### src/rtl/lbist_pkg.sv
// Shared types and constants for the logic-BIST pattern generator.
package lbist_pkg;

    typedef enum logic [2:0] {
        IDLE    = 3'd0,
        SHIFT   = 3'd1,
        CAPTURE = 3'd2,
        UNLOAD  = 3'd3,
        DONE    = 3'd4
    } lbist_state_e;

    localparam logic [31:0] LBIST_POLY = 32'hA300_0000;
    localparam logic [31:0] LBIST_SEED = 32'h0000_03E8;

    // Second LFSR tap feeding output bit i of the phase shifter; the first tap is i mod w.
    // The 2*floor(i/w) term gives every w-wide slice of the bus a different tap spacing.
    function automatic int ps_idx(input int i, input int w);
        return (i + 1 + 2 * (i / w)) % w;
    endfunction

endpackage

### src/rtl/lbist_lfsr.sv
// Galois right-shift LFSR with synchronous seed load and advance enable.
module lbist_lfsr
    import lbist_pkg::*;
#(
    parameter int             W    = 32,
    parameter logic [W-1:0]   POLY = W'(LBIST_POLY),
    parameter logic [W-1:0]   SEED = W'(LBIST_SEED)
) (
    input  logic         clk,
    input  logic         rst_n,
    input  logic         load,
    input  logic         adv,
    output logic [W-1:0] q
);

    // An all-zero seed would lock the register at zero forever, so use 1 instead.
    localparam logic [W-1:0] SEED_EFF = (SEED == {W{1'b0}}) ? {{(W-1){1'b0}}, 1'b1} : SEED;

    logic [W-1:0] step_s;

    // Next value: shift right, fold the feedback mask in when a 1 falls out.
    always_comb begin
        step_s = {1'b0, q[W-1:1]} ^ (q[0] ? POLY : {W{1'b0}});
    end

    // State register: reset and load both restore the seed; load outranks advance.
    always_ff @(posedge clk) begin
        if (!rst_n) begin
            q <= SEED_EFF;
        end else if (load) begin
            q <= SEED_EFF;
        end else if (adv) begin
            q <= step_s;
        end else begin
            q <= q;
        end
    end

endmodule

### src/rtl/lbist_tpg.sv
// Logic-BIST test pattern generator: LFSR + phase shifter + shift/capture/unload sequencer.
module lbist_tpg
    import lbist_pkg::*;
#(
    parameter int           N          = 128,
    parameter int           W          = 32,
    parameter logic [W-1:0] POLY       = W'(LBIST_POLY),
    parameter logic [W-1:0] SEED       = W'(LBIST_SEED),
    parameter int           CHAIN_LEN  = 32,
    parameter int           N_PATTERNS = 1000
) (
    input  logic                                clk,
    input  logic                                rst_n,
    input  logic                                start,
    input  logic                                abort,
    output logic [N-1:0]                        dout,
    output logic                                scan_en,
    output logic                                misr_en,
    output logic                                busy,
    output logic                                done,
    output logic [$clog2(N_PATTERNS+1)-1:0]     pattern_cnt
);

    localparam int PCW = $clog2(N_PATTERNS + 1);
    localparam int SCW = (CHAIN_LEN > 1) ? $clog2(CHAIN_LEN) : 1;

    lbist_state_e   state_r, state_s;
    logic [SCW-1:0] shift_cnt_r, shift_cnt_s;
    logic [PCW-1:0] pattern_cnt_r, pattern_cnt_s;
    logic           load_s, adv_s;
    logic           scan_en_s, misr_en_s, busy_s, done_s;
    logic [W-1:0]   l_q_s;

    lbist_lfsr #(.W(W), .POLY(POLY), .SEED(SEED)) u_lfsr (
        .clk   (clk),
        .rst_n (rst_n),
        .load  (load_s),
        .adv   (adv_s),
        .q     (l_q_s)
    );

    // Phase shifter: each output bit XORs two distinct LFSR taps.
    for (genvar i = 0; i < N; i++) begin : g_ps
        assign dout[i] = l_q_s[i % W] ^ l_q_s[ps_idx(i, W)];
    end

    assign pattern_cnt = pattern_cnt_r;

    // Next-state, counter and LFSR-control decode; abort overrides everything.
    always_comb begin
        state_s       = state_r;
        shift_cnt_s   = shift_cnt_r;
        pattern_cnt_s = pattern_cnt_r;
        load_s        = 1'b0;
        adv_s         = 1'b0;
        if (abort) begin
            state_s       = IDLE;
            shift_cnt_s   = {SCW{1'b0}};
            pattern_cnt_s = {PCW{1'b0}};
            load_s        = 1'b1;
        end else begin
            case (state_r)
                IDLE: begin
                    load_s = 1'b1;
                    if (start) begin
                        state_s       = SHIFT;
                        shift_cnt_s   = {SCW{1'b0}};
                        pattern_cnt_s = {PCW{1'b0}};
                    end else begin
                        state_s = IDLE;
                    end
                end
                SHIFT: begin
                    adv_s = 1'b1;
                    if (shift_cnt_r == SCW'(CHAIN_LEN - 1)) begin
                        state_s     = CAPTURE;
                        shift_cnt_s = {SCW{1'b0}};
                    end else begin
                        shift_cnt_s = shift_cnt_r + SCW'(1'b1);
                    end
                end
                CAPTURE: begin
                    pattern_cnt_s = pattern_cnt_r + PCW'(1'b1);
                    if (pattern_cnt_s == PCW'(N_PATTERNS)) begin
                        state_s = UNLOAD;
                    end else begin
                        state_s = SHIFT;
                    end
                end
                UNLOAD: begin
                    adv_s = 1'b1;
                    if (shift_cnt_r == SCW'(CHAIN_LEN - 1)) begin
                        state_s     = DONE;
                        shift_cnt_s = {SCW{1'b0}};
                    end else begin
                        shift_cnt_s = shift_cnt_r + SCW'(1'b1);
                    end
                end
                DONE: begin
                    if (start) begin
                        state_s       = SHIFT;
                        shift_cnt_s   = {SCW{1'b0}};
                        pattern_cnt_s = {PCW{1'b0}};
                        load_s        = 1'b1;
                    end else begin
                        state_s = DONE;
                    end
                end
                default: begin
                    state_s       = IDLE;
                    shift_cnt_s   = {SCW{1'b0}};
                    pattern_cnt_s = {PCW{1'b0}};
                    load_s        = 1'b1;
                end
            endcase
        end
    end

    // Flag decode from the upcoming state so the registered flags line up with it.
    always_comb begin
        scan_en_s = (state_s == SHIFT) || (state_s == UNLOAD);
        misr_en_s = ((state_s == SHIFT) && (pattern_cnt_s != {PCW{1'b0}})) || (state_s == UNLOAD);
        busy_s    = (state_s == SHIFT) || (state_s == CAPTURE) || (state_s == UNLOAD);
        done_s    = (state_s == DONE);
    end

    // Sequencer registers and registered output flags.
    always_ff @(posedge clk) begin
        if (!rst_n) begin
            state_r       <= IDLE;
            shift_cnt_r   <= {SCW{1'b0}};
            pattern_cnt_r <= {PCW{1'b0}};
            scan_en       <= 1'b0;
            misr_en       <= 1'b0;
            busy          <= 1'b0;
            done          <= 1'b0;
        end else begin
            state_r       <= state_s;
            shift_cnt_r   <= shift_cnt_s;
            pattern_cnt_r <= pattern_cnt_s;
            scan_en       <= scan_en_s;
            misr_en       <= misr_en_s;
            busy          <= busy_s;
            done          <= done_s;
        end
    end

endmodule
### config.mk
export PLATFORM = sky130hd
export DESIGN_NAME = lbist_tpg
export DESIGN_NICKNAME = d
export VERILOG_FILES = /design/src/rtl/lbist_pkg.sv /design/src/rtl/lbist_lfsr.sv /design/src/rtl/lbist_tpg.sv
export SDC_FILE = /design/constraint.sdc
export NUM_CORES = 1
export LEC_CHECK = 0
export CORE_MARGIN = 3
export CORE_UTILIZATION = 44
export CTS_CLUSTER_SIZE = 10
export DETAILED_ROUTE_END_ITERATION = 6
export HOLD_SLACK_MARGIN = 0.1
export PLACE_DENSITY = 0.81
export REMOVE_ABC_BUFFERS = 1
export SYNTH_ARGS = -nofsm -noshare
export SYNTH_HDL_FRONTEND = slang
export SYNTH_SLANG_ARGS = --single-unit
### constraint.sdc
create_clock -name clk -period 2.31 [get_ports clk]
set_input_delay 0.693 -clock clk [delete_from_list [all_inputs] [get_ports clk]]
set_output_delay 0.693 -clock clk [all_outputs]
set_load 0.02 [all_outputs]
==> results of run 1 <==
flip-flops by register name, summed over array words and instances (netlist names):
register,flops
u_lfsr.q,32
misr_en,1
pattern_cnt,10
shift_cnt_r,5
scan_en,1
busy,1
state_r,3
done,1
cell families after synthesis:
| family | count (synthesis) | share of synthesized area (%) |
|---|---|---|
| XOR/XNOR | 133 | 32.2 |
| flip-flops | 54 | 29.8 |
| AO/OA/AOI/OAI | 71 | 11.7 |
| adder cells (fa/ha/maj) | 3 | 1.04 |
| AND/OR/NAND/NOR | 150 | 19.2 |
| buffers and inverters | 54 | 6.04 |
repair_timing:
item,CTS,global route
gates resized for setup,103,30
setup endpoints to repair,125,37
gates cloned,0,0
pin swaps,0,0
worst max-delay path by stage:
stage / cells after the start / end / start
floorplan: 4 / u_lfsr.q[25]$_SDFFE_PP0P_ / state_r[0]$_SDFF_PN0_
global placement: 7 / misr_en$_SDFF_PN0_ / start
detailed placement: 8 / u_lfsr.q[29]$_SDFFE_PP0P_ / start
CTS: 2 / dout[111] / u_lfsr.q[15]$_SDFFE_PP0P_
global route: 3 / dout[67] / u_lfsr.q[8]$_SDFFE_PP1P_
finish: 3 / dout[100] / u_lfsr.q[4]$_SDFFE_PP0P_
stage by stage:
stage	hold slack [ns]	setup slack, ns	instance area (µm²)	utilization (%)	std cells
CTS	0.460	0.00164	5440	69.3	716
detailed placement	0.446	0.0633	5430	69.2	708
global route	0.467	0.000789	5510	70.2	716
global placement	0.435	0.0981	5430	69.2	708
floorplan	0.429	0.150	3410	-	413
finish	0.458	0.0324	5510	70.2	716
critical path, stage by stage, from the launching register on:
cell	delay (ns)
dfxtp_1	0.35
buf_4	0.16
xor2_1	0.14
clkdlybuf4s50_1	0.63
area by class of cell:
cell class / count / share of cell area, %
Timing Repair Buffer: 193 / 33.4
Multi-Input combinational cell: 357 / 42.2
Inverter: 2 / 0.136
Tap cell: 102 / 2.32
Clock buffer: 7 / 1.57
Sequential cell: 54 / 20.4
Clock inverter: 1 / 0.0908
routing by layer:
| metal | GRT usage, % | wire (µm) | vias to the layer above |
|---|---|---|---|
| met1 | 27.9 | 4580 | 1655 |
| li1 | - | - | 1800 |
| met4 | 7.02 | 171 | 0 |
| met3 | 4.18 | 627 | 14 |
| met2 | 40.8 | 5740 | 148 |
| met5 | 0 | 0 | - |
cells in the final DEF, fill, tap and decap left out, types with 2 or more instances in the layout:
cell | netlist | routed
clkbuf_8 | 0 | 6
buf_12 | 0 | 6
nand4_1 | 4 | 4
o21ai_0 | 11 | 11
a211oi_1 | 7 | 7
nand2b_1 | 6 | 6
a22oi_1 | 2 | 2
o2bb2ai_1 | 2 | 2
a31oi_1 | 3 | 3
ha_1 | 3 | 3
xnor2_1 | 3 | 3
dlymetal6s2s_1 | 0 | 24
dfxtp_2 | 0 | 3
inv_1 | 2 | 2
dfxtp_4 | 0 | 10
buf_4 | 1 | 42
a21oi_1 | 36 | 36
nor2b_1 | 4 | 4
nor3_1 | 6 | 6
or3_1 | 4 | 4
xor2_1 | 130 | 130
dfxtp_1 | 54 | 41
clkdlybuf4s50_1 | 0 | 35
nand3_1 | 11 | 11
dlygate4sd2_1 | 0 | 86
nor2_1 | 29 | 28
nand2_1 | 71 | 71
and3_1 | 4 | 4
power by group through the flow:
stage	Combinational [mW]	Sequential [mW]	Clock [mW]
6_report	0.0880	0.926	0.534
5_1_grt	0.0974	0.927	0.586
4_1_cts	0.0877	0.931	0.552
3_5_place_dp	0.0895	0.960	0
3_3_place_gp	0.0878	0.959	0
2_1_floorplan	0.0439	0.962	0
==> out/results.md, run 1 <==
• switching pwr: 0.350 mW
• antenna-violating nets left: 0
• total of max-cap violations: 0
• Worst setup SP type: register
• number of enable flip-flop cells after synthesis: 0
• root buffer selected by CTS: clkbuf_8
• global-route usage over all layers: 22.9%
• clock edge transition at the registers on the reported setup and hold paths: 0.10 ns
• Die Wd: 96.7 µm
• area of the multi-input gates: 0.00232 mm²
• tightest slew margin relative to the limit: 68.7%
• gr ovfl total: 0
• Inserted Clock Buffers: 5
• via/cell ratio: 5.05
• async set or reset register ratio after synthesis: 0%
• wire length of the first global-routing pass: 18.1 mm
• Wirelength per Cell: 15.5 µm
• final estimated routing congestion in global placement: 0.934
• number of detailed-route iterations in the first pass: 4
• cells after synthesis: 465
• register-to-register setup slack: 0.25 ns
• Mapped Area: 0.00362 mm²
• signed area change from the synthesized netlist to the final layout: 52.2%
• Worst Hold Path Cells: 2
• cell taking the most area after synthesis: xor2_1
• result of the run: complete, no violations
• number of sinks handled by clock tree synthesis: 54
• worst-case vdd ir drop: 286 µV
• Leak: 3.09 nW
• number of hold-repair buffers added at the cts stage: 0
• transition time at the pin with the least slew margin: 0.469 ns
• fraction of final layout cells sized beyond drive strength 1: 11.7%
• vias after detailed routing: 3617
• leading post-synthesis cells by cell area: xor2_1 (31%), dfxtp_1 (30%), nand2_1 (7.4%), a21oi_1 (5.0%), clkbuf_1 (4.7%)
• final-report setup violation count: 0
• average cell area after synthesis: 7.79 µm²
• number of pins exceeding their max-slew limit in the final report: 0
• Clock Power Share: 34.5%
• startpoint of the lowest-slack register-to-register path: shift_cnt_r[0]$_SDFFE_PP0P_
• Top FF cell, synth: dfxtp_1
• vias in the first global route: 3540
• placed wire-length estimate after detailed placement: 8.40 mm
• library cells used by synthesis: 46
• signal arrival time at the worst endpoint: 1.58 ns
• Fmax: 0.439 GHz
• Die Y: 96.7 µm
• clock latency on the worst-skew pair: 0.30 ns
• Total Neg Setup Slack: 0 ns
• post-detailed-route DRC marker count: 0
• total number of nets in the final design: 620
• filler instances: 642
• flip-flop and latch count after synthesis: 54
• combinational share of power: 5.7%
• portion of the post-synthesis area used by sequential elements: 29.8%
• type of the worst setup path: reg -> out
• die area: 0.00936 mm²
• CP Data Required Time: 1.62 ns
• unrepaired setup endpoints after global routing: false
• number of DRC markers in iteration 0: 212
• clock tree from TritonCTS: built
• endpoint class of the critical path: output port
• class of the worst hold path: reg -> reg
• number of endpoints with negative hold slack in the final report: 0
• number of core rows: 32
• number of antenna violations at the first check in global routing: 0
• Final Routed Wirelength: 11.1 mm
• capture endpoint of the worst hold path: u_lfsr.q[27]$_SDFFE_PP0P_
• # Post-CTS Setup Buffers: 0
• critical-path maximum fanout: 3
• hold path start: u_lfsr.q[28]$_SDFFE_PP0P_
• share of total power consumed by net switching: 22.6%
• starting density of the core: 46.2%
• Worst Reg-to-Reg Cells: 7
• most instantiated library cell after synthesis: xor2_1
• depth of the CTS H-tree: 2
• pwr dens: 281 mW/mm²
• overall power after layout: 1.55 mW
• Final Skew: 0.0102 ns
• sequential share of power: 59.8%
• largest net degree at the start of global routing: 35
• number of placed I/O pins: 146
• number of synthesis warnings: 0
• Placeable Area: 0.00785 mm²
• Sequential cell area: 0.00112 mm²
• fin crit share: 98.6%
• Port Buffer Count: 145
• reg-to-reg endpoint: misr_en$_SDFF_PN0_
• Antenna Cells: 0
• Clock Path Buffers: 2
• internal power of the cells: 1.20 mW
• Min Clock Period, post-route: 2.28 ns
• cell types with the highest counts after synthesis: xor2_1 (130), nand2_1 (71), dfxtp_1 (54)
• portion of synthesized cell area occupied by the leading cell type: 31.4%
Note: power is estimated with default switching activity, not from simulation.
==> inputs of run 2 (changes only) <==
--- a/config.mk
+++ b/config.mk
@@ -5,12 +5,14 @@
 export SDC_FILE = /design/constraint.sdc
 export NUM_CORES = 1
 export LEC_CHECK = 0
+export CORE_ASPECT_RATIO = 0.8
 export CORE_MARGIN = 3
-export CORE_UTILIZATION = 44
+export CORE_UTILIZATION = 59
 export CTS_CLUSTER_SIZE = 10
 export DETAILED_ROUTE_END_ITERATION = 6
+export DONT_BUFFER_PORTS = 1
 export HOLD_SLACK_MARGIN = 0.1
-export PLACE_DENSITY = 0.81
+export PLACE_DENSITY = 0.75
 export REMOVE_ABC_BUFFERS = 1
 export SYNTH_ARGS = -nofsm -noshare
 export SYNTH_HDL_FRONTEND = slang
==> run 2 against run 1 <==
Register-to-register slack lost 0.03 ns. Wire length shrank 15%. Final cell count shrank 28%. Combinational power shrank 27%. Fmax grew 1.8%. Final area shrank 32%. Largest cell class unchanged.
==> out/results.md, run 2 (synthesis results as in run 1) <==
• result of the run: complete, no violations, unchanged
• pwr dens: 439 mW/mm², was 281 mW/mm²
• depth of the CTS H-tree: 2, unchanged
• Most flops, register: u_lfsr.q, unchanged
• largest net degree at the start of global routing: 35, unchanged
• startpoint of the lowest-slack register-to-register path: pattern_cnt[0]$_SDFF_PN0_, was shift_cnt_r[0]$_SDFFE_PP0P_
• minimum setup slack after placement: 0.257 ns, was 0.0633 ns
• final estimated routing congestion in global placement: 0.926, was 0.934
• placed wire-length estimate after detailed placement: 6.96 mm, was 8.40 mm
• gr ovfl total: 0, unchanged
• wire length of the first global-routing pass: 14.8 mm, was 18.1 mm
• endpoint class of the critical path: output port, unchanged
• vias in the first global route: 2689, was 3540
• die area: 0.00712 mm², was 0.00936 mm²
• total of max-cap violations: 0, unchanged
• Die Wd: 93.6 µm, was 96.7 µm
• Wirelength per Cell: 18.3 µm, was 15.5 µm
• worst-case vdd ir drop: 281 µV, was 286 µV
• number of endpoints with negative hold slack in the final report: 0, unchanged
• number of core rows: 24, was 32
• transition time at the pin with the least slew margin: 0.594 ns, was 0.469 ns
• Die Y: 76.1 µm, was 96.7 µm
• critical-path maximum fanout: 10, was 3
• Placeable Area: 0.00568 mm², was 0.00785 mm²
• amount of wire on met3 after detailed routing: 792 µm, was 627 µm
• Max stage delay cell, worst path: dfxtp_1, was clkdlybuf4s50_1
• filler instances: 482, was 642
• number of DRC markers in iteration 0: 272, was 212
• highest-count cells in the layout ignoring fill and taps: xor2_1 (130), nand2_1 (71), dfxtp_1 (54), was xor2_1 (130), dlygate4sd2_1 (86), nand2_1 (71)
• number of sinks handled by clock tree synthesis: 54, unchanged
• Total Neg Setup Slack: 0 ns, unchanged
• Min Clock Period, post-route: 2.24 ns, was 2.28 ns
• number of cells in the design after placement: 508, was 708
• fin crit share: 96.9%, was 98.6%
• class of the worst hold path: reg -> reg, unchanged
• number of pins exceeding their max-slew limit in the final report: 0, unchanged
• vias after detailed routing: 3035, was 3617
• sum of routed wire segments on met1: 4.25 mm, was 4.58 mm
• Inserted Clock Buffers: 5, unchanged
• Worst setup SP type: register, unchanged
• Fmax: 0.447 GHz, was 0.439 GHz
• number of placed I/O pins: 146, unchanged
• number of flip-flops in the largest register: 32, unchanged
• Antenna Cells: 0, unchanged
• Leak: 1.83 nW, was 3.09 nW
• unrepaired setup endpoints after global routing: false, unchanged
• clock tree from TritonCTS: built, unchanged
• kind of cell adding the most delay to the critical path: flip-flops, was buffers and inverters
• capture endpoint of the worst hold path: shift_cnt_r[3]$_SDFFE_PP0P_, was u_lfsr.q[27]$_SDFFE_PP0P_
• clock edge transition at the registers on the reported setup and hold paths: 0.09 ns, was 0.10 ns
• signal arrival time at the worst endpoint: 1.55 ns, was 1.58 ns
• number of hold-repair buffers added at the cts stage: 0, unchanged
• number of antenna violations at the first check in global routing: 0, unchanged
• tightest slew margin relative to the limit: 60.4%, was 68.7%
• total number of nets in the final design: 444, was 620
• post-detailed-route DRC marker count: 0, unchanged
• post-cts resize count: 0, was 103
• starting density of the core: 63.8%, was 46.2%
• register-to-register setup slack: 0.22 ns, was 0.25 ns
• type of the worst setup path: reg -> out, unchanged
• Worst Hold Path Cells: 1, was 2
• Worst Reg-to-Reg Cells: 7, unchanged
• met2 wire length: 4.23 mm, was 5.74 mm
• highest routed layer: met4, unchanged
• Port Buffer Count: 0, was 145
• leading cell type in the layout, fill and taps excluded: xor2_1, unchanged
• Final Routed Wirelength: 9.44 mm, was 11.1 mm
• CP Data Required Time: 1.62 ns, about the same
• # Post-CTS Setup Buffers: 0, unchanged
• signed area change from the synthesized netlist to the final layout: 3.56%, was 52.2%
• final-report setup violation count: 0, unchanged
• antenna-violating nets left: 0, unchanged
• via/cell ratio: 5.89, was 5.05
• global-route usage over all layers: 25.8%, was 22.9%
• number of detailed-route iterations in the first pass: 5, was 4
• final setup slack of the worst path: 0.0717 ns, was 0.0324 ns
• cell-by-cell listing of the critical path: xor2_1, was buf_4 -> xor2_1 -> clkdlybuf4s50_1
• fraction of final layout cells sized beyond drive strength 1: 6.41%, was 11.7%
• number of non-filler instances in the completed layout: 515, was 716
• Clock Path Buffers: 2, unchanged
• reg-to-reg endpoint: misr_en$_SDFF_PN0_, unchanged
• hold path start: shift_cnt_r[3]$_SDFFE_PP0P_, was u_lfsr.q[28]$_SDFFE_PP0P_
• number of buffer and inverter instances along the worst setup path: 0, was 2
• clock latency on the worst-skew pair: 0.30 ns, about the same
• root buffer selected by CTS: clkbuf_8, unchanged
• worst hold slack: 0.475 ns, was 0.458 ns
• overall power after layout: 1.65 mW, was 1.55 mW
• Final Skew: 0.00407 ns, was 0.0102 ns
• longest individual stage delay on the worst path: 0.71 ns, was 0.63 ns
## run 2: power breakdown
| part | leakage (nW) | switching (mW) | internal [mW] | total, mW |
|---|---|---|---|---|
| sequential | 0.436 | 0.00760 | 0.933 | 0.941 |
| combinational | 1.34 | 0.0478 | 0.0168 | 0.0645 |
| clock | 0.0573 | 0.293 | 0.347 | 0.640 |
## run 2: per-layer routing
metal	track usage (%)	up-vias
li1	-	1448
met2	40.0	153
met3	5.63	14
met4	4.76	0
met5	0	-
met1	37.1	1420
## run 2: area by class of cell
class	instances	area, µm²	share of cell area [%]
Clock inverter	1	30.0	0.801
Inverter	2	7.51	0.200
Clock buffer	6	82.6	2.20
Sequential cell	54	1080	28.8
Timing Repair Buffer	17	128	3.40
Tap cell	78	97.6	2.60
Multi-Input combinational cell	357	2320	62.0
## run 2: how the worst max path moves through the flow
stage	start	cells after the start	slack (ns)	to
2_1_floorplan	state_r[0]$_SDFF_PN0_	4	0.15	u_lfsr.q[25]$_SDFFE_PP0P_
3_3_place_gp	pattern_cnt[4]$_SDFF_PN0_	6	0.30	misr_en$_SDFF_PN0_
3_5_place_dp	pattern_cnt[0]$_SDFF_PN0_	7	0.26	misr_en$_SDFF_PN0_
4_1_cts	u_lfsr.q[7]$_SDFFE_PP1P_	1	0.1	dout[71]
5_1_grt	u_lfsr.q[7]$_SDFFE_PP1P_	1	0.03	dout[71]
6_report	u_lfsr.q[7]$_SDFFE_PP1P_	1	0.07	dout[71]
## run 2: per-stage QoR
stage,area (µm²),util (%)
floorplan,3410,-
global placement,3640,64.1
detailed placement,3640,64.1
CTS,3750,66.1
global route,3750,66.1
finish,3750,66.1
==> inputs of run 3 (changes only) <==
--- a/config.mk
+++ b/config.mk
@@ -7,12 +7,12 @@
 export LEC_CHECK = 0
 export CORE_ASPECT_RATIO = 0.8
 export CORE_MARGIN = 3
-export CORE_UTILIZATION = 59
+export CORE_UTILIZATION = 60
 export CTS_CLUSTER_SIZE = 10
 export DETAILED_ROUTE_END_ITERATION = 6
 export DONT_BUFFER_PORTS = 1
 export HOLD_SLACK_MARGIN = 0.1
-export PLACE_DENSITY = 0.75
+export PLACE_DENSITY = 0.76
 export REMOVE_ABC_BUFFERS = 1
 export SYNTH_ARGS = -nofsm -noshare
 export SYNTH_HDL_FRONTEND = slang
==> run 3 against run 2 <==
Total power fell by 0.93%. Sequential power hardly changed. Die area down 1.5%. Sequential cell count is the same. Register-to-register slack is essentially flat. Sequential share of layout area grew 0.087 points. Critical endpoint is now dout[99]. Clock skew up 0.0031 ns. Utilization increased by 0.15 points. Combinational power is 2% lower. Fmax rose by 0.94%.
==> out/results.md, run 3 (synthesis results as in run 1) <==
• final estimated routing congestion in global placement: 0.902, was 0.926
• clock latency on the worst-skew pair: 0.30 ns, about the same
• Post-DP Area: 0.00362 mm², was 0.00364 mm²
• antenna-violating nets left: 0, unchanged
• minimum setup slack after placement: 0.255 ns, was 0.257 ns
• critical-path maximum fanout: 10, unchanged
• switching pwr: 0.356 mW, was 0.348 mW
• internal power of the cells: 1.27 mW, was 1.30 mW
• number of sinks handled by clock tree synthesis: 54, unchanged
• sequential share of power: 57.8%, was 57.2%
• total number of nets in the final design: 442, was 444
• worst-case vdd ir drop: 270 µV, was 281 µV
• class of the worst hold path: reg -> reg, unchanged
• hold path start: shift_cnt_r[3]$_SDFFE_PP0P_, unchanged
• largest net degree at the start of global routing: 35, unchanged
• tightest slew margin relative to the limit: 56.9%, was 60.4%
• number of core rows: 24, unchanged
• longest individual stage delay on the worst path: 0.75 ns, was 0.71 ns
• number of endpoints with negative hold slack in the final report: 0, unchanged
• fraction of final layout cells sized beyond drive strength 1: 5.96%, was 6.41%
• number of hold-repair buffers added at the cts stage: 0, unchanged
• gr ovfl total: 0, unchanged
• starting density of the core: 64.2%, was 63.8%
• leading cell type in the layout, fill and taps excluded: xor2_1, unchanged
• Clock Power Share: 38.4%, was 38.9%
• CP Data Required Time: 1.62 ns, about the same
• type of the worst setup path: reg -> out, unchanged
• number of detailed-route iterations in the first pass: 5, unchanged
• Die Y: 75.5 µm, was 76.1 µm
• post-cts resize count: 0, unchanged
• endpoint class of the critical path: output port, unchanged
• register-to-register setup slack: 0.22 ns, about the same
• clock edge transition at the registers on the reported setup and hold paths: 0.10 ns, was 0.09 ns
• final design instance area without fill: 0.00374 mm², was 0.00375 mm²
• number of antenna violations at the first check in global routing: 0, unchanged
• fin crit share: 96.0%, was 96.9%
• post-detailed-route DRC marker count: 0, unchanged
• reg-to-reg endpoint: misr_en$_SDFF_PN0_, unchanged
• result of the run: complete, no violations, unchanged
• Die Wd: 92.9 µm, was 93.6 µm
• startpoint of the lowest-slack register-to-register path: pattern_cnt[4]$_SDFF_PN0_, was pattern_cnt[0]$_SDFF_PN0_
• combinational share of power: 3.9%, about the same
• via/cell ratio: 5.92, was 5.89
• Total Neg Setup Slack: 0 ns, unchanged
• signed area change from the synthesized netlist to the final layout: 3.25%, was 3.56%
• Worst setup SP type: register, unchanged
• Leak: 1.81 nW, was 1.83 nW
• unrepaired setup endpoints after global routing: false, unchanged
• share of total power consumed by net switching: 21.9%, was 21.2%
• highest-count cells in the layout ignoring fill and taps: xor2_1 (130), nand2_1 (71), dfxtp_1 (54), unchanged
• total of max-cap violations: 0, unchanged
• cell-by-cell listing of the critical path: xor2_1, unchanged
• number of buffer and inverter instances along the worst setup path: 0, unchanged
• wire length of the first global-routing pass: 13.8 mm, was 14.8 mm
• vias in the first global route: 2581, was 2689
• Worst Hold Path Cells: 1, unchanged
• number of DRC markers in iteration 0: 195, was 272
• Worst Reg-to-Reg Cells: 6, was 7
• number of flip-flops in the largest register: 32, unchanged
• Min Clock Period, post-route: 2.22 ns, was 2.24 ns
• capture endpoint of the worst hold path: shift_cnt_r[3]$_SDFFE_PP0P_, unchanged
• number of pins exceeding their max-slew limit in the final report: 0, unchanged
• Final Skew: 0.00716 ns, was 0.00407 ns
• transition time at the pin with the least slew margin: 0.646 ns, was 0.594 ns
• Port Buffer Count: 0, unchanged
• Most flops, register: u_lfsr.q, unchanged
• # Post-CTS Setup Buffers: 0, unchanged
• Clock Path Buffers: 2, unchanged
• Fmax: 0.451 GHz, was 0.447 GHz
• Wirelength per Cell: 18.0 µm, was 18.3 µm
• kind of cell adding the most delay to the critical path: flip-flops, unchanged
• die area: 0.00701 mm², was 0.00712 mm²
• depth of the CTS H-tree: 2, unchanged
• final-report setup violation count: 0, unchanged
• global-route usage over all layers: 24.8%, was 25.8%
• signal arrival time at the worst endpoint: 1.52 ns, was 1.55 ns
• pwr dens: 436 mW/mm², was 439 mW/mm²
• final setup slack of the worst path: 0.0926 ns, was 0.0717 ns
• vias after detailed routing: 3045, was 3035
• Max stage delay cell, worst path: dfxtp_1, unchanged
• root buffer selected by CTS: clkbuf_8, unchanged
• Inserted Clock Buffers: 5, unchanged
• Antenna Cells: 0, unchanged
• Final Routed Wirelength: 9.25 mm, was 9.44 mm
• number of placed I/O pins: 146, unchanged
• Placeable Area: 0.00565 mm², was 0.00568 mm²
• clock tree from TritonCTS: built, unchanged
• placed wire-length estimate after detailed placement: 6.88 mm, was 6.96 mm
• overall power after layout: 1.63 mW, was 1.65 mW
==> run 3: area by class of cell <==
cell class,count,area [µm²]
tap,78,97.6
clock inverter,2,37.5
sequential,54,1080
timing repair buffer,15,113
inverter,2,7.51
clock buffer,6,72.6
multi-input combinational,357,2330
fill,461,1910
==> run 3: worst reg2reg max path, cell delays in order, from the launching register on <==
cell      delay (ns)
dfxtp_1         0.64
nand2_1         0.16
or3_1           0.37
a21oi_1         0.21
a32oi_1         0.22
o2111a_1        0.19
a311oi_1        0.22
==> run 3: how the worst max path moves through the flow <==
stage	startpoint	endpoint	slack [ns]	depth (start not counted)
after floorplan	state_r[0]$_SDFF_PN0_	u_lfsr.q[25]$_SDFFE_PP0P_	0.15	4
after global placement	pattern_cnt[4]$_SDFF_PN0_	misr_en$_SDFF_PN0_	0.29	6
after detailed placement	state_r[1]$_SDFF_PN0_	misr_en$_SDFF_PN0_	0.25	6
after CTS	u_lfsr.q[10]$_SDFFE_PP0P_	dout[99]	0.11	1
after global routing	pattern_cnt[0]$_SDFF_PN0_	misr_en$_SDFF_PN0_	0.04	7
final	u_lfsr.q[10]$_SDFFE_PP0P_	dout[99]	0.09	1
==> run 3: routing by layer <==
| metal | up-vias | wire, µm | track usage [%] |
|---|---|---|---|
| met5 | - | 0 | 0 |
| met3 | 6 | 816 | 5.53 |
| met2 | 159 | 4180 | 36.4 |
| met1 | 1437 | 4200 | 37.8 |
| li1 | 1443 | - | - |
| met4 | 0 | 51 | 4.23 |
==> run 3: power groups by stage <==
stage          combinational [mW]  sequential (mW)  clock, mW
4_1_cts                    0.0626            0.941      0.633
5_1_grt                    0.0695            0.943      0.675
6_report                   0.0633            0.942      0.626
3_5_place_dp               0.0626            0.963          0
3_3_place_gp               0.0620            0.963          0
2_1_floorplan              0.0439            0.962          0
==> run 3: metrics by stage <==
| stage | instances | hold WS, ns | utilization (%) |
|---|---|---|---|
| floorplan | 413 | 0.429 | - |
| global placement | 506 | 0.452 | 64.2 |
| detailed placement | 506 | 0.453 | 64.2 |
| CTS | 514 | 0.469 | 66.1 |
| global route | 514 | 0.507 | 66.2 |
| finish | 514 | 0.468 | 66.2 |
==> RTL change 1, RTL diff (flow settings as in run 3) <==
`N_PATTERNS`: 1000 -> 250.
--- a/src/rtl/lbist_tpg.sv
+++ b/src/rtl/lbist_tpg.sv
@@ -7,7 +7,7 @@
     parameter logic [W-1:0] POLY       = W'(LBIST_POLY),
     parameter logic [W-1:0] SEED       = W'(LBIST_SEED),
     parameter int           CHAIN_LEN  = 32,
-    parameter int           N_PATTERNS = 1000
+    parameter int           N_PATTERNS = 250
 ) (
     input  logic                                clk,
     input  logic                                rst_n,
Ports: changed (resized pattern_cnt); port bits go from 146 to 144. No check against the original RTL was run, so the function may have changed too.
==> RTL change 1 against run 3 <==
Worst setup slack improved by 0.017 ns; synthesized cell count fell by 3.0%; count of clock-buffer cells in the layout fell by 1; sequential cell count fell by 2; routed wire length fell by 5.1%; total power rose by 3.4%; area after synthesis fell by 3.1%; clock skew fell by 0.0030 ns; die area fell by 2.9%; global-route usage fell by 1.1 points; design area fell by 3.4%; via count fell by 5.8%; largest cell class unchanged; largest power group unchanged; highest routed layer unchanged.
==> RTL change 1: results (changes against run 3) <==
met3 wire len: 676 um (was 816 um)
Slew Limit Fails: 0 (unchanged)
maximum VDD drop: 0.3053 mV (was 0.2697 mV)
placed cell count: 489 (was 506)
dpl hpwl: 6222 um (was 6880 um)
fill count: 495 (was 461)
commonest cells in the synthesized netlist: 129 x xor2_1, 65 x nand2_1, 52 x dfxtp_1 (was 130 x xor2_1, 71 x nand2_1, 54 x dfxtp_1)
post-synthesis sequential area ratio: 0.2967 (was 0.2984)
met2 Resource Use GR: 0.3830 (was 0.3639)
initial DRC count: 156 (was 195)
DP Worst Slack: 0.3004 ns (was 0.2548 ns)
clock skew: 0.004195 ns (was 0.007164 ns)
top cells by area, synth: xor2_1 32%, dfxtp_1 30%, nand2_1 7.0%, a21oi_1 6.3%, clkbuf_1 4.2% (was xor2_1 31%, dfxtp_1 30%, nand2_1 7.4%, a21oi_1 5.0%, clkbuf_1 4.7%)
share of post-route cells with drive strength above 1: 0.04545 (was 0.05963)
R2R Path Start: pattern_cnt[1]$_SDFF_PN0_ (was pattern_cnt[4]$_SDFF_PN0_)
Layout Cells excl Fill: 496 (was 514)
slowest stage delay, CP: 0.72 ns (was 0.75 ns)
top layer in use: met4 (unchanged)
area post-placement: 3485 um^2 (was 3623 um^2)
GR Util met3: 0.04752 (was 0.05528)
crit share post-route: 0.9526 (was 0.9599)
Clock Tree Buf Depth: 2 (unchanged)
Switching Power: 345.2 uW (was 356.3 uW)
GPL Wtd Cong: 0.9328 (was 0.9020)
first-pass GRT wire length: 13120 um (was 13840 um)
global router's overall resource usage: 0.2375 (was 0.2482)
Setup crit end: dout[121] (was dout[99])
cells after synthesis: 451 (was 465)
Critical Path Source: u_lfsr.q[0]$_SDFFE_PP0P_ (was u_lfsr.q[10]$_SDFFE_PP0P_)
met1 track utilization from global routing: 0.3335 (was 0.3780)
status: finished, final reports clean (unchanged)
drt wl/cell: 17.71 um (was 18.00 um)
Post-Route M1 WL: 3838 um (was 4199 um)
Vias per Instance: 5.784 (was 5.924)
worst reg-to-reg setup slack: 0.26 ns (was 0.22 ns)
Reg power frac: 0.538 (was 0.578)
Combinational Power Share: 0.035 (was 0.039)
sequential power: 906 uW (was 942 uW)
post-CTS sizing: 0 (unchanged)
P_leak: 1.779 nW (was 1.811 nW)
Worst Path Max Fanout: 12 (was 10)
RTL change 1: cell types whose count changed after synthesis, sizes merged, moves of 3 or more:
cell    before  now
nand4        4    0
and3         5    2
a211oi       7    3
clkbuf      45   39
nor3         7    3
a21oi       36   44
nor2        29   25
nand2       71   65
buf          7   12
RTL change 1: final cells by class:
type / count / area share
tap: 78 / 0.02701
sequential: 52 / 0.2881
clock inverter: 2 / 0.01662
clock buffer: 5 / 0.01904
inverter: 3 / 0.003116
multi-input combinational: 345 / 0.6233
timing repair buffer: 11 / 0.02285
RTL change 1: cells by family (layout without fill, tap and decap cells):
logic type / after synthesis / in the layout / synth area share
and+or+nand+nor: 135 / 135 / 0.1780
adders and majority gates: 4 / 4 / 0.01427
DFF: 52 / 52 / 0.2967
xor gates and xnor gates: 133 / 133 / 0.3320
AOI/OAI and AO/OA: 73 / 73 / 0.1170
buffers and inverters: 54 / 21 / 0.06205
==> RTL change 2, RTL diff (flow settings as in run 3) <==
Without the edit above. Encoding of `lbist_state_e`: now one-hot (5 bits for 5 states).
--- a/src/rtl/lbist_pkg.sv
+++ b/src/rtl/lbist_pkg.sv
@@ -1,12 +1,12 @@
 // Shared types and constants for the logic-BIST pattern generator.
 package lbist_pkg;
 
-    typedef enum logic [2:0] {
-        IDLE    = 3'd0,
-        SHIFT   = 3'd1,
-        CAPTURE = 3'd2,
-        UNLOAD  = 3'd3,
-        DONE    = 3'd4
+    typedef enum logic [4:0] {
+        IDLE    = 5'b00001,
+        SHIFT   = 5'b00010,
+        CAPTURE = 5'b00100,
+        UNLOAD  = 5'b01000,
+        DONE    = 5'b10000
     } lbist_state_e;
 
     localparam logic [31:0] LBIST_POLY = 32'hA300_0000;
Function: no difference found for any inputs over 10 cycles, from zero or initial values and one cycle with rst_n low; not proved beyond that.
==> RTL change 2 against run 3 <==
Clock skew increased by 0.0065 ns; worst setup slack improved by 0.023 ns; sequential power increased by 3.8%; hold slack improved by 0.037 ns; total power decreased by 3.4%; sequential cell count increased by 2; non-clock buffer count increased by 13; routed wire length increased by 12%; via count increased by 9.9%; combinational power decreased by 23%; design area increased by 11%; global-route usage increased by 1.1 points; core utilization increased by 1.2 points; area after synthesis increased by 10%.
==> RTL change 2: results (changes against run 3) <==
initial DRC count: 256 (was 195)
top cells by area, synth: xor2_1 29%, dfxtp_1 28%, nand2_1 7.1%, a21oi_2 4.6%, clkbuf_1 3.6% (was xor2_1 31%, dfxtp_1 30%, nand2_1 7.4%, a21oi_1 5.0%, clkbuf_1 4.7%)
cells after synthesis: 495 (was 465)
clock skew: 0.01370 ns (was 0.007164 ns)
Max Clk Rate: 455.7 MHz (was 451.0 MHz)
dpl hpwl: 7657 um (was 6880 um)
P_leak: 1.980 nW (was 1.811 nW)
fill count: 528 (was 461)
synth unique cells: 54 (was 46)
commonest cells in the synthesized netlist: 130 x xor2_1, 75 x nand2_1, 56 x dfxtp_1 (was 130 x xor2_1, 71 x nand2_1, 54 x dfxtp_1)
status: finished, final reports clean (unchanged)
first-pass GRT wire length: 16500 um (was 13840 um)
share of post-route cells with drive strength above 1: 0.1411 (was 0.05963)
Critical Path Source: u_lfsr.q[9]$_SDFFE_PP1P_ (was u_lfsr.q[10]$_SDFFE_PP0P_)
Layout Cells excl Fill: 556 (was 514)
Setup crit end: dout[8] (was dout[99])
Worst-Margin Slew: 0.5636 ns (was 0.6463 ns)
Worst Path Max Fanout: 7 (was 10)
vias: 3347 (was 3045)
global router's overall resource usage: 0.2596 (was 0.2482)
placed cell count: 548 (was 506)
GPL Wtd Cong: 1.034 (was 0.9020)
R2R Path Start: pattern_cnt[5]$_SDFF_PN0_ (was pattern_cnt[4]$_SDFF_PN0_)
largest net degree at the start of global routing: 31 (was 35)
DP Worst Slack: 0.1786 ns (was 0.2548 ns)
post-synthesis sequential area ratio: 0.2810 (was 0.2984)
worst path arrival time: 1.50 ns (was 1.52 ns)
Pre-antenna DRT Iters: 4 (was 5)
[RTL change 2: worst max-delay path, stage by stage, from the launching register on]
cell and delay (ns):
dfxtp_1 0.56, buf_4 0.23, xor2_1 0.41
[RTL change 2: worst min path at each step]
stage	from	to	cells after the start
after floorplan	shift_cnt_r[3]$_SDFFE_PP0P_	shift_cnt_r[3]$_SDFFE_PP0P_	2
after global placement	shift_cnt_r[3]$_SDFFE_PP0P_	shift_cnt_r[3]$_SDFFE_PP0P_	2
after detailed placement	shift_cnt_r[3]$_SDFFE_PP0P_	shift_cnt_r[3]$_SDFFE_PP0P_	2
after CTS	shift_cnt_r[3]$_SDFFE_PP0P_	shift_cnt_r[3]$_SDFFE_PP0P_	2
after global routing	shift_cnt_r[3]$_SDFFE_PP0P_	shift_cnt_r[3]$_SDFFE_PP0P_	2
final	shift_cnt_r[3]$_SDFFE_PP0P_	shift_cnt_r[3]$_SDFFE_PP0P_	2
[RTL change 2: logic make-up after synthesis]
logic type / synth area share
AO/OA/AOI/OAI: 0.1480
buffers and inverters: 0.06930
AND/OR/NAND/NOR: 0.1875
XOR/XNOR: 0.2941
multiplexers: 0.007526
adder cells (fa/ha/maj): 0.01254
flip-flops: 0.2810
[RTL change 2: cell type report]
type | count | area (um^2) | share of cell area
Sequential cell | 56 | 1124 | 0.2702
Clock inverter | 3 | 21.27 | 0.005116
Timing Repair Buffer | 28 | 235.2 | 0.05658
Multi-Input combinational cell | 381 | 2600 | 0.6253
Inverter | 2 | 7.507 | 0.001806
Tap cell | 81 | 101.3 | 0.02438
Clock buffer | 5 | 68.82 | 0.01655
[RTL change 2: per-layer routing]
layer | part of all wire | track usage | vias up
li1 | - | - | 1571
met1 | 0.43 | 0.3559 | 1610
met2 | 0.47 | 0.4125 | 160
met3 | 0.085 | 0.06760 | 6
met4 | 0.0058 | 0.05750 | 0
met5 | 0 | 0 | -
[RTL change 2: where the power goes]
group | total, mW | switching, mW | internal [mW]
Sequential | 0.978 | 0.00975 | 0.969
Clock | 0.548 | 0.331 | 0.216
Combinational | 0.0485 | 0.0311 | 0.0175
Total | 1.57 | 0.372 | 1.20
[RTL change 2: stage by stage]
step                      cell area (um^2)  utilization
after floorplan                       3721            -
after global placement                4058       0.6585
after detailed placement              4058       0.6585
after CTS                             4148       0.6731
after global routing                  4158       0.6747
final                                 4158       0.6747
